**src/rtl/pb_flag_ctrl.sv**
```systemverilog
// Purpose: synchronise/debounce two active-low pushbuttons into sticky request flags, optional PB0 auto-repeat (PB_AUTOREPEAT_EN).
// Latency: level follows raw input 1+DEBOUNCE_CYCLES edges after stage-1 capture; flag sets one edge after level rises.
// Backpressure: a flag holds until its read strobe; an event arriving on an unread set flag is dropped and reported on event_drop.
module pb_flag_ctrl #(
    parameter int unsigned DEBOUNCE_CYCLES     = 500_000,
    parameter int unsigned REPEAT_DELAY_CYCLES = 25_000_000,
    parameter int unsigned REPEAT_RATE_CYCLES  = 10_000_000
) (
    input  logic       clk,
    input  logic       rst_n,
    input  logic       PB0_n,
    input  logic       PB1_n,
    input  logic       PB0_read,
    input  logic       PB1_read,
    output logic       PB0_flag,
    output logic       PB1_flag,
    output logic       pb0_level,
    output logic       pb1_level,
    output logic [1:0] event_drop
);

    // Terminal count of the debounce counter: level flips on the Nth consecutive mismatching cycle.
    localparam logic [31:0] DB_LAST = 32'(DEBOUNCE_CYCLES - 1);

    logic [1:0]  raw_pressed;
    logic [1:0]  sync1;
    logic [1:0]  sync2;
    logic [1:0]  level;
    logic [1:0]  level_q;
    logic [31:0] db_cnt [2];
    logic [1:0]  press;
    logic [1:0]  evt;
    logic [1:0]  read;
    logic [1:0]  flag;
    logic [1:0]  drop;
    logic        rep_evt;

    // Buttons are active-low; invert before the synchroniser so the reset value 0 means "not pressed".
    assign raw_pressed = {~PB1_n, ~PB0_n};
    assign read        = {PB1_read, PB0_read};

    // Two-flop synchroniser for the asynchronous button inputs.
    always_ff @(posedge clk or negedge rst_n) begin
        if (!rst_n) begin
            sync1 <= '0;
            sync2 <= '0;
        end else begin
            sync1 <= raw_pressed;
            sync2 <= sync1;
        end
    end

    // Debounce: count consecutive cycles the synchronised input disagrees with the accepted level.
    always_ff @(posedge clk or negedge rst_n) begin
        if (!rst_n) begin
            level <= '0;
            for (int i = 0; i < 2; i++) begin
                db_cnt[i] <= '0;
            end
        end else begin
            for (int i = 0; i < 2; i++) begin
                if (sync2[i] == level[i]) begin
                    db_cnt[i] <= '0;
                end else if (db_cnt[i] == DB_LAST) begin
                    level[i]  <= sync2[i];
                    db_cnt[i] <= '0;
                end else begin
                    db_cnt[i] <= db_cnt[i] + 32'd1;
                end
            end
        end
    end

    // Delayed level for rising-edge (press) detection.
    always_ff @(posedge clk or negedge rst_n) begin
        if (!rst_n) begin
            level_q <= '0;
        end else begin
            level_q <= level;
        end
    end

    // A press is the first cycle the accepted level is high; releases generate nothing.
    assign press = level & ~level_q;

`ifdef PB_AUTOREPEAT_EN
    typedef enum logic [1:0] {
        RELEASED = 2'd0,
        HOLD     = 2'd1,
        REPEAT   = 2'd2
    } rep_state_t;

    localparam logic [31:0] DELAY_LAST = 32'(REPEAT_DELAY_CYCLES - 1);
    localparam logic [31:0] RATE_LAST  = 32'(REPEAT_RATE_CYCLES - 1);

    rep_state_t  rep_state;
    rep_state_t  rep_state_nxt;
    logic [31:0] rep_cnt;
    logic [31:0] rep_cnt_nxt;

    // Auto-repeat state and hold-time counter.
    always_ff @(posedge clk or negedge rst_n) begin
        if (!rst_n) begin
            rep_state <= RELEASED;
            rep_cnt   <= '0;
        end else begin
            rep_state <= rep_state_nxt;
            rep_cnt   <= rep_cnt_nxt;
        end
    end

    // Auto-repeat next state: a release always wins over a repeat due in the same cycle.
    always_comb begin
        rep_state_nxt = rep_state;
        rep_cnt_nxt   = rep_cnt;
        rep_evt       = 1'b0;
        case (rep_state)
            RELEASED: begin
                rep_cnt_nxt = '0;
                if (press[0]) begin
                    rep_state_nxt = HOLD;
                end
            end
            HOLD: begin
                if (!level[0]) begin
                    rep_state_nxt = RELEASED;
                    rep_cnt_nxt   = '0;
                end else if (rep_cnt == DELAY_LAST) begin
                    rep_evt       = 1'b1;
                    rep_cnt_nxt   = '0;
                    rep_state_nxt = REPEAT;
                end else begin
                    rep_cnt_nxt = rep_cnt + 32'd1;
                end
            end
            REPEAT: begin
                if (!level[0]) begin
                    rep_state_nxt = RELEASED;
                    rep_cnt_nxt   = '0;
                end else if (rep_cnt == RATE_LAST) begin
                    rep_evt     = 1'b1;
                    rep_cnt_nxt = '0;
                end else begin
                    rep_cnt_nxt = rep_cnt + 32'd1;
                end
            end
            default: begin
                rep_state_nxt = RELEASED;
                rep_cnt_nxt   = '0;
            end
        endcase
    end
`else
    // Without auto-repeat PB0 behaves exactly like PB1; the repeat parameters are kept only for interface compatibility.
    logic [63:0] cfg_unused;
    assign cfg_unused = {32'(REPEAT_DELAY_CYCLES), 32'(REPEAT_RATE_CYCLES)};
    assign rep_evt    = 1'b0;
`endif

    // Repeat events are indistinguishable from presses downstream.
    assign evt = {press[1], press[0] | rep_evt};

    // Sticky flags: a new event beats a coincident read; an event onto an unread set flag is reported and lost.
    always_ff @(posedge clk or negedge rst_n) begin
        if (!rst_n) begin
            flag <= '0;
            drop <= '0;
        end else begin
            for (int i = 0; i < 2; i++) begin
                drop[i] <= evt[i] & flag[i] & ~read[i];
                if (evt[i]) begin
                    flag[i] <= 1'b1;
                end else if (read[i]) begin
                    flag[i] <= 1'b0;
                end
            end
        end
    end

    assign PB0_flag   = flag[0];
    assign PB1_flag   = flag[1];
    assign pb0_level  = level[0];
    assign pb1_level  = level[1];
    assign event_drop = drop;

endmodule

```
**config.mk**
```make
export PLATFORM = sky130hd
export DESIGN_NAME = pb_flag_ctrl
export DESIGN_NICKNAME = d
export VERILOG_FILES = /design/src/rtl/pb_flag_ctrl.sv
export SDC_FILE = /design/constraint.sdc
export NUM_CORES = 1
export LEC_CHECK = 0
export CAP_MARGIN = 20
export CELL_PAD_IN_SITES_DETAIL_PLACEMENT = 0
export CELL_PAD_IN_SITES_GLOBAL_PLACEMENT = 1
export CORE_MARGIN = 1
export CORE_UTILIZATION = 48
export CTS_CLUSTER_DIAMETER = 100
export DETAILED_ROUTE_END_ITERATION = 10
export MAX_ROUTING_LAYER = met4
export PLACE_DENSITY_LB_ADDON = 0.1
export SLEW_MARGIN = 10
export SYNTH_ARGS = -nofsm -noshare
export SYNTH_HDL_FRONTEND = slang
export SYNTH_SLANG_ARGS = --single-unit
```
**constraint.sdc**
```tcl
create_clock -name clk -period 2.3 [get_ports clk]
set_input_delay 0.23 -clock clk [delete_from_list [all_inputs] [get_ports clk]]
set_output_delay 0.23 -clock clk [all_outputs]
set_load 0.03 [all_outputs]
```
==> flow_summary.json, run 1 <==
{
  "cp-end-kind": "flop",
  "htree_num_levels": 3,
  "cellLeakagePower_nw": 1.846,
  "cp_max_fo": 11,
  "postRouteAntennaNets": 0,
  "synth_cell_types": 41,
  "critPathMaxStageDelay_ns": 0.60,
  "r2r_cells": 4,
  "final.setup.worst_slack_ns": 0.3172,
  "seq_area_um2": 1902,
  "ys_seq_area_share_pct": 48.04,
  "cts_tree": "done",
  "worstPathRequired_ns": 2.57,
  "synth_edf_count": 0,
  "wl_um": 8767,
  "grtUsageTotal_pct": 23.29,
  "synthFlopType": "dfrtp_1",
  "status": "finished, final reports clean",
  "clkLatencyLatePin_ns": 0.34,
  "grt_first_pass_wirelength_um": 15270,
  "slowest_stage": "or4_1",
  "seqPwrFrac_pct": 52.0,
  "route.detailed.drc": 0,
  "gp_congestion": 0.8438,
  "initial_utilization_pct": 50.45,
  "r2r-end": "db_cnt[20]",
  "num_vias": 3170,
  "cp_num_buf_inv": 0,
  "instances_no_fill": 535,
  "avgSynthCellArea_um2": 9.727,
  "finalHoldViolations": 0,
  "reg2reg_setup_slack_ns": 0.32,
  "final_cell_mix": "76 x dfrtp_1, 40 x nor2_1, 35 x nand2_1",
  "grt_pass1_vias": 3185,
  "die_w_um": 92.82,
  "max_cap_viol_count": 0,
  "core_area_um2": 7848,
  "ys_ff_latch": 76,
  "drv_slew": 0,
  "swShare_pct": 22.46,
  "drt-wirelength-per-cell_um": 16.39,
  "net-switching-power_mw": 0.5862,
  "drtPass1Iterations": 4,
  "layout_commonest_cell": "dfrtp_1",
  "hold_class": "reg -> reg",
  "slew_headroom_pct": 55.78,
  "cts-root-buf": "clkbuf_8",
  "via_per_inst": 5.925,
  "r2r-start": "db_cnt[6]",
  "ctsLongestPathBuffers": 2,
  "finClkSkew_ns": 0.009450,
  "fin_setup_tns_ns": 0,
  "hold-path-endpoint": "sync2[1]",
  "synthCells": 407,
  "dieArea_um2": 8615,
  "p_per_area_nw_per_um2": 584.5,
  "clk_pin_slew_ns": 0.08,
  "worstHoldPathCells": 0,
  "cp-start-kind": "flop",
  "drt-initial-drc-count": 167,
  "finalCritPeriodShare_pct": 86.21,
  "nFillCells": 724,
  "layout.nets": 436,
  "clockPowerShare_pct": 44.0,
  "cts_buffers": 9,
  "antenna_found_initial": 0,
  "syn_area_um2": 3959,
  "yosys_warnings": 0,
  "dp_cells": 518,
  "rows": 32,
  "grt_max_degree": 35,
  "dp_hpwl_um": 6193,
  "layout-drive-gt1-share_pct": 10.62,
  "crit_chain": "and4_4 > nand4_1 > or4_1 > a21oi_1",
  "async_flop_share_pct": 100.0,
  "cp.arrival_ns": 2.25,
  "cts_num_sinks": 76,
  "area_growth_syn_to_layout_pct": 12.80,
  "post-cts-setup-buffers": 0,
  "io_pins": 12,
  "multiInputGateArea_um2": 1946,
  "max-vdd-ir-drop_mv": 0.4062,
  "rsz0062_at_grt": "no",
  "ctsResizeCount": 0,
  "final.min_clock_period_ns": 1.983,
  "overflow": 0,
  "diodes": 0,
  "pwr-share-comb_pct": 4.0,
  "intPower_mw": 2.024,
  "setup_viol": 0,
  "hold_start": "sync1[1]",
  "tightest_slew_ns": 0.6586,
  "portBuffers": 11,
  "ctsHoldBuffers": 1,
  "critPathTopFamily": "simple AND/OR/NAND/NOR gates",
  "synth_fp_nets": 415,
  "fmax_mhz": 504.4,
  "die_y_um": 92.82,
  "worstSetupPathType": "reg -> reg",
  "pre_cts_ws_ns": 0.3190
}
-- Yosys cell counts, types with 7 or more instances --
cell / n / area share (%)
nand2_1: 35 / 3.3
or4_1: 18 / 3.4
and3_1: 7 / 1.1
o21ai_0: 17 / 2.1
nand4_1: 20 / 3.2
nor4_1: 15 / 2.4
nor2_1: 40 / 3.8
xor2_1: 21 / 4.6
dfrtp_1: 76 / 48
buf_2: 11 / 1.4
nand3_1: 17 / 2.1
a21oi_1: 26 / 3.3
mux2i_1: 8 / 2.0
o31ai_1: 18 / 3.4
and4_1: 12 / 2.7
or3_1: 8 / 1.3
-- layer usage --
metal  GRT usage (%)  wire (um)  vias up
met5               -          0        -
met4           9.615        176        0
met3           5.008        257       14
met2           37.13       4311       52
met1           28.79       4021     1547
li1                -          -     1557
-- per-stage QoR --
stage          cell area (um^2)  hold slack [ns]  util, %  power [mW]
6_report                   4466           0.3559    56.90       2.610
5_1_grt                    4466           0.3496    56.90       2.718
4_1_cts                    4466           0.3461    56.90       2.645
3_5_place_dp               4230           0.2135    53.91       1.489
3_3_place_gp               4230           0.2224    53.91       1.489
2_1_floorplan              3959         -0.06559        -       1.426
-- power by group through the flow --
stage | logic (mW) | registers, mW | clock network [mW]
2_1_floorplan | 0.0436 | 1.38 | 0
3_3_place_gp | 0.106 | 1.38 | 0
3_5_place_dp | 0.104 | 1.38 | 0
4_1_cts | 0.106 | 1.36 | 1.18
5_1_grt | 0.119 | 1.36 | 1.24
6_report | 0.103 | 1.36 | 1.15
-- worst max-delay path by stage --
stage,cells after the start,endpoint,startpoint,slack (ns)
after global placement,4,db_cnt[24],db_cnt[6],0.34
after detailed placement,4,db_cnt[20],db_cnt[6],0.32
final,4,db_cnt[20],db_cnt[6],0.32
after CTS,4,db_cnt[20],db_cnt[6],0.29
after global routing,4,db_cnt[20],db_cnt[6],0.19
after floorplan,7,db_cnt[2],db_cnt[0],0.49
-- worst register-to-register path: stages (launching register included) --
cell     delay [ns]
dfrtp_1        0.48
and4_4         0.31
nand4_1        0.36
or4_1          0.60
a21oi_1        0.16
-- logic make-up (layout without fill, tap and decap cells) --
| family | Yosys count | after routing | synth area share, % |
|---|---|---|---|
| flip-flops | 76 | 76 | 48.04 |
| multiplexers | 10 | 10 | 2.592 |
| XOR/XNOR | 27 | 27 | 5.974 |
| AND/OR/NAND/NOR | 200 | 200 | 29.42 |
| AO/OA/AOI/OAI | 69 | 69 | 10.52 |
| adder cells (fa/ha/maj) | 2 | 2 | 0.6320 |
| buffers and inverters | 23 | 49 | 2.813 |
-- registers in the layout, indices dropped and copies added, names as in the netlist --
name        flops
flag            2
db_cnt         64
level_q         2
level           2
sync2           2
sync1           2
event_drop      2
-- area by class of cell --
class                   instances  area share [%]
multi-input cells             308           43.57
flip-flops and latches         76           42.59
repair buffers                 27           5.436
clock buffers                  10           3.082
well taps                     102           2.858
clock inverters                 6           1.961
inverters                       6          0.5043
(Power assumes the default switching activity.)
==> run 2, diff against run 1 <==
==> constraint.sdc (replaced) <==
create_clock -name clk -period 2 [get_ports clk]
set_input_delay 0.4 -clock clk [delete_from_list [all_inputs] [get_ports clk]]
set_output_delay 0.4 -clock clk [all_outputs]
set_load 0.03 [all_outputs]
==> flow_summary.json, run 2 (synthesis gave the netlist of run 1 again) <==
{
  "dp_cells": 530,
  "die_w_um": 92.82,
  "cts_tree": "done",
  "finalHoldViolations": 0,
  "portBuffers": 11,
  "finalCritPeriodShare_pct": 95.34,
  "rows": 32,
  "max_cap_viol_count": 0,
  "crit_chain": "clkdlybuf4s50_1",
  "cts_buffers": 9,
  "cp-end-kind": "output pin",
  "htree_num_levels": 3,
  "gp_congestion": 0.8749,
  "fin_setup_tns_ns": 0,
  "cts-root-buf": "clkbuf_8",
  "grtUsageTotal_pct": 24.48,
  "path_depth": 1,
  "diodes": 0,
  "hold_class": "reg -> reg",
  "area_growth_syn_to_layout_pct": 16.15,
  "worstHoldPathCells": 0,
  "cts_num_sinks": 76,
  "fin_area_um2": 4598,
  "instances_no_fill": 549,
  "cp_max_fo": 6,
  "setup_viol": 0,
  "finClkSkew_ns": 0.01067,
  "grt_pass1_vias": 3352,
  "critPathMaxStageDelay_ns": 0.71,
  "ctsLongestPathBuffers": 2,
  "dp_hpwl_um": 6495,
  "postRouteAntennaNets": 0,
  "die_y_um": 92.82,
  "status": "finished, final reports clean",
  "tightest_slew_ns": 0.5525,
  "cp_num_buf_inv": 1,
  "route.detailed.drc": 0,
  "layout_commonest_cell": "dfrtp_1",
  "layout.nets": 450,
  "clk_pin_slew_ns": 0.09,
  "fmax_mhz": 524.4,
  "final.min_clock_period_ns": 1.907,
  "final_cell_mix": "73 x dfrtp_1, 40 x nor2_1, 34 x nand2_1",
  "drt-initial-drc-count": 138,
  "io_pins": 12,
  "drtPass1Iterations": 4,
  "nFillCells": 709,
  "max-vdd-ir-drop_mv": 0.3910,
  "antenna_found_initial": 0,
  "place_area_um2": 4345,
  "via_per_inst": 5.947,
  "drv_slew": 0,
  "regMostFlops": "db_cnt",
  "dieArea_um2": 8615,
  "r2r_cells": 5,
  "cellLeakagePower_nw": 1.928,
  "grt_first_pass_wirelength_um": 15980,
  "drt-wirelength-per-cell_um": 16.65,
  "initial_utilization_pct": 50.45,
  "wl_um": 9142,
  "slowest_stage": "clkdlybuf4s50_1",
  "p_total_mw": 2.889,
  "largest_register_ffs": 64,
  "core_area_um2": 7848,
  "worstSetupPathType": "reg -> out",
  "cp.arrival_ns": 1.51,
  "rsz0062_at_grt": "no",
  "num_vias": 3265,
  "overflow": 0,
  "grt_max_degree": 35,
  "p_per_area_nw_per_um2": 628.3,
  "layout-drive-gt1-share_pct": 14.54,
  "cp-start-kind": "flop",
  "worstPathRequired_ns": 1.60,
  "slew_headroom_pct": 63.04,
  "clkLatencyLatePin_ns": 0.35,
  "critPathTopFamily": "buffers and inverters"
}
## run 2: changes by cell type in the layout (fill, tap and decap cells not counted), moves of 2 or more
cell | before | now
buf_12 | 1 | 3
buf_4 | 15 | 27
dfrtp_1 | 76 | 73
dfrtp_2 | 0 | 3
## run 2: worst paths after layout
| check | slack (ns) | from | end |
|---|---|---|---|
| max | 0.09 | level[1] | pb1_level |
| min | 0.36 | sync1[1] | sync2[1] |
| max reg2reg | 0.12 | db_cnt[32] | db_cnt[48] |
| min reg2reg | 0.36 | sync1[1] | sync2[1] |
| max in group asynchronous | 0.93 | rst_n | db_cnt[61] |
| min in group asynchronous | 0.53 | rst_n | db_cnt[14] |
## run 2: per-stage QoR
| step | worst slack (ns) | utilization (%) | hold WS (ns) |
|---|---|---|---|
| finish | 0.09317 | 58.59 | 0.3585 |
| global route | 0.005562 | 58.59 | 0.3722 |
| CTS | 0.03387 | 58.05 | 0.3589 |
| detailed placement | 0.07025 | 55.37 | 0.3379 |
| global placement | 0.1381 | 55.37 | 0.3324 |
| floorplan | 0.1910 | - | 0.1044 |
## run 2: per-layer routing
layer | vias up | global-route usage, % | part of all wire, %
met4 | 0 | 9.487 | 2.5
met5 | - | - | 0
met3 | 17 | 5.255 | 3.0
li1 | 1591 | - | -
met1 | 1596 | 29.61 | 44
met2 | 61 | 40.07 | 50
## run 2: layout make-up
| type | instances | area, um^2 | area share, % |
|---|---|---|---|
| sequential | 76 | 1906 | 41.44 |
| tap | 102 | 127.6 | 2.776 |
| clock inverter | 6 | 72.57 | 1.578 |
| timing repair buffer | 41 | 375.4 | 8.163 |
| clock buffer | 10 | 127.6 | 2.776 |
| inverter | 6 | 22.52 | 0.4898 |
| multi-input combinational | 308 | 1967 | 42.78 |
## run 2: where the power goes
group / internal, mW / switching (mW)
registers: 1.55 / 0.0139
clock network: 0.593 / 0.608
logic: 0.0473 / 0.0780
total: 2.19 / 0.700
## run 2: repair_timing
| item | CTS | global route |
|---|---|---|
| hold endpoints to repair | 27 | 0 |
| setup buffers | 0 | 2 |
| hold buffers | 1 | 0 |
| endpoints found under the setup margin | 0 | 22 |
| gates resized for setup | 0 | 8 |
==> run 3, diff against run 2 <==
CORE_MARGIN = 4   (was 1)
CTS_CLUSTER_DIAMETER = 40   (was 100)
==> flow_summary.json, run 3 (synthesis gave the netlist of run 1 again) <==
{
  "status": "finished, final reports clean",
  "postRouteAntennaNets": 0,
  "regMostFlops": "db_cnt",
  "die_y_um": 98.82,
  "r2r_cells": 5,
  "instances_no_fill": 554,
  "setup_viol": 0,
  "layout-drive-gt1-share_pct": 15.49,
  "hold_class": "reg -> reg",
  "drtPass1Iterations": 5,
  "finClkSkew_ns": 0.01338,
  "cp_max_fo": 6,
  "worstSetupPathType": "reg -> out",
  "final.setup.worst_slack_ns": 0.08417,
  "cellLeakagePower_nw": 1.972,
  "seq_area_um2": 1903,
  "cts_num_sinks": 76,
  "clkLatencyLatePin_ns": 0.34,
  "critPathTopFamily": "buffers and inverters",
  "seqPwrFrac_pct": 51.4,
  "initial_utilization_pct": 50.19,
  "fin_setup_tns_ns": 0,
  "critPathMaxStageDelay_ns": 0.72,
  "pwr-share-comb_pct": 4.1,
  "drt-initial-drc-count": 184,
  "tightest_slew_ns": 0.5900,
  "slowest_stage": "clkdlybuf4s50_1",
  "reg2reg_setup_slack_ns": 0.12,
  "crit_chain": "clkdlybuf4s50_1",
  "cts-root-buf": "clkbuf_8",
  "multiInputGateArea_um2": 1957,
  "drv_slew": 0,
  "finalHoldViolations": 0,
  "cp-end-kind": "output pin",
  "worstHoldPathCells": 0,
  "max-vdd-ir-drop_mv": 0.3672,
  "wl_um": 8926,
  "diodes": 0,
  "intPower_mw": 2.396,
  "slew_headroom_pct": 60.53,
  "pre_cts_ws_ns": 0.09096,
  "grt_first_pass_wirelength_um": 15730,
  "finalCritPeriodShare_pct": 95.79,
  "worstPathRequired_ns": 1.60,
  "clockPowerShare_pct": 44.5,
  "cp-start-kind": "flop",
  "dp_cells": 535,
  "cts_tree": "done",
  "hold-path-endpoint": "sync2[0]",
  "r2r-start": "db_cnt[43]",
  "cp.arrival_ns": 1.52,
  "grt_pass1_vias": 3103,
  "max_cap_viol_count": 0,
  "drt-wirelength-per-cell_um": 16.11,
  "layout.nets": 455,
  "grt_max_degree": 33,
  "whs_ns": 0.3656,
  "hold_start": "sync1[0]",
  "portBuffers": 11,
  "cts_buffers": 9,
  "final.min_clock_period_ns": 1.916,
  "cp_num_buf_inv": 1,
  "fmax_mhz": 522.0,
  "die_w_um": 98.82,
  "dp_hpwl_um": 6417,
  "rows": 32,
  "via_per_inst": 6.052,
  "area_growth_syn_to_layout_pct": 17.35,
  "net-switching-power_mw": 0.6391,
  "gp_congestion": 0.8590,
  "io_pins": 12,
  "nFillCells": 699,
  "p_total_mw": 3.035,
  "grtUsageTotal_pct": 20.23,
  "swShare_pct": 21.06,
  "largest_register_ffs": 64,
  "overflow": 0,
  "final_cell_mix": "75 x dfrtp_1, 40 x nor2_1, 35 x nand2_1",
  "num_vias": 3353,
  "clk_pin_slew_ns": 0.08,
  "core_area_um2": 7888,
  "dieArea_um2": 9764,
  "p_per_area_nw_per_um2": 653.3,
  "antenna_found_initial": 0,
  "route.detailed.drc": 0,
  "ctsLongestPathBuffers": 2,
  "htree_num_levels": 3,
  "r2r-end": "db_cnt[51]",
  "rsz0062_at_grt": "no",
  "layout_commonest_cell": "dfrtp_1"
}
run 3: cell count changes in the layout (fill, tap and decap cells not counted), sizes merged:
| cell | previous run | this run |
|---|---|---|
| bufinv | 1 | 2 |
| inv | 8 | 6 |
| clkinv | 3 | 2 |
| buf | 30 | 35 |
| clkbuf | 10 | 12 |
run 3: power by group through the flow:
stage / Clock [mW] / Sequential (mW) / Combinational [mW]
detailed placement: 0 / 1.59 / 0.123
global route: 1.46 / 1.56 / 0.141
floorplan: 0 / 1.59 / 0.0501
CTS: 1.39 / 1.56 / 0.125
global placement: 0 / 1.59 / 0.122
finish: 1.35 / 1.56 / 0.123
run 3: per-layer routing:
layer / wire length (um) / up-vias / global-route usage [%] / part of all wire, %
met5: 0 / - / - / 0
met4: 78 / 0 / 5.672 / 0.87
li1: - / 1597 / - / -
met2: 3773 / 104 / 26.39 / 42
met1: 4538 / 1645 / 32.17 / 51
met3: 535 / 7 / 3.043 / 6.0
run 3: layout make-up:
class | instances | area share, %
Clock buffer | 12 | 3.555
Sequential cell | 76 | 40.96
Timing Repair Buffer | 46 | 8.618
Tap cell | 102 | 2.747
Multi-Input combinational cell | 308 | 42.12
Clock inverter | 4 | 1.508
Inverter | 6 | 0.4848
run 3: timing repair:
item,in CTS,in global routing
hold buffers,1,0
hold endpoints to repair,10,0
buffers inserted,0,2
endpoints found under the setup margin,0,32
resized for setup,0,6
run 3: through the flow:
stage	cell area, um^2	util [%]
after floorplan	3959	-
after global placement	4370	55.41
after detailed placement	4370	55.41
after CTS	4616	58.52
after global routing	4646	58.90
final	4646	58.90
run 3: how the worst max path moves through the flow:
stage                     depth (start not counted)       start          to  slack (ns)
after floorplan                                   7   db_cnt[0]   db_cnt[2]        0.19
after global placement                            6  db_cnt[32]  db_cnt[38]        0.12
after global routing                              6   db_cnt[0]   db_cnt[3]       0.002
after CTS                                         1    level[1]   pb1_level        0.05
after detailed placement                          6  db_cnt[32]  db_cnt[39]        0.09
final                                             1    level[1]   pb1_level        0.08
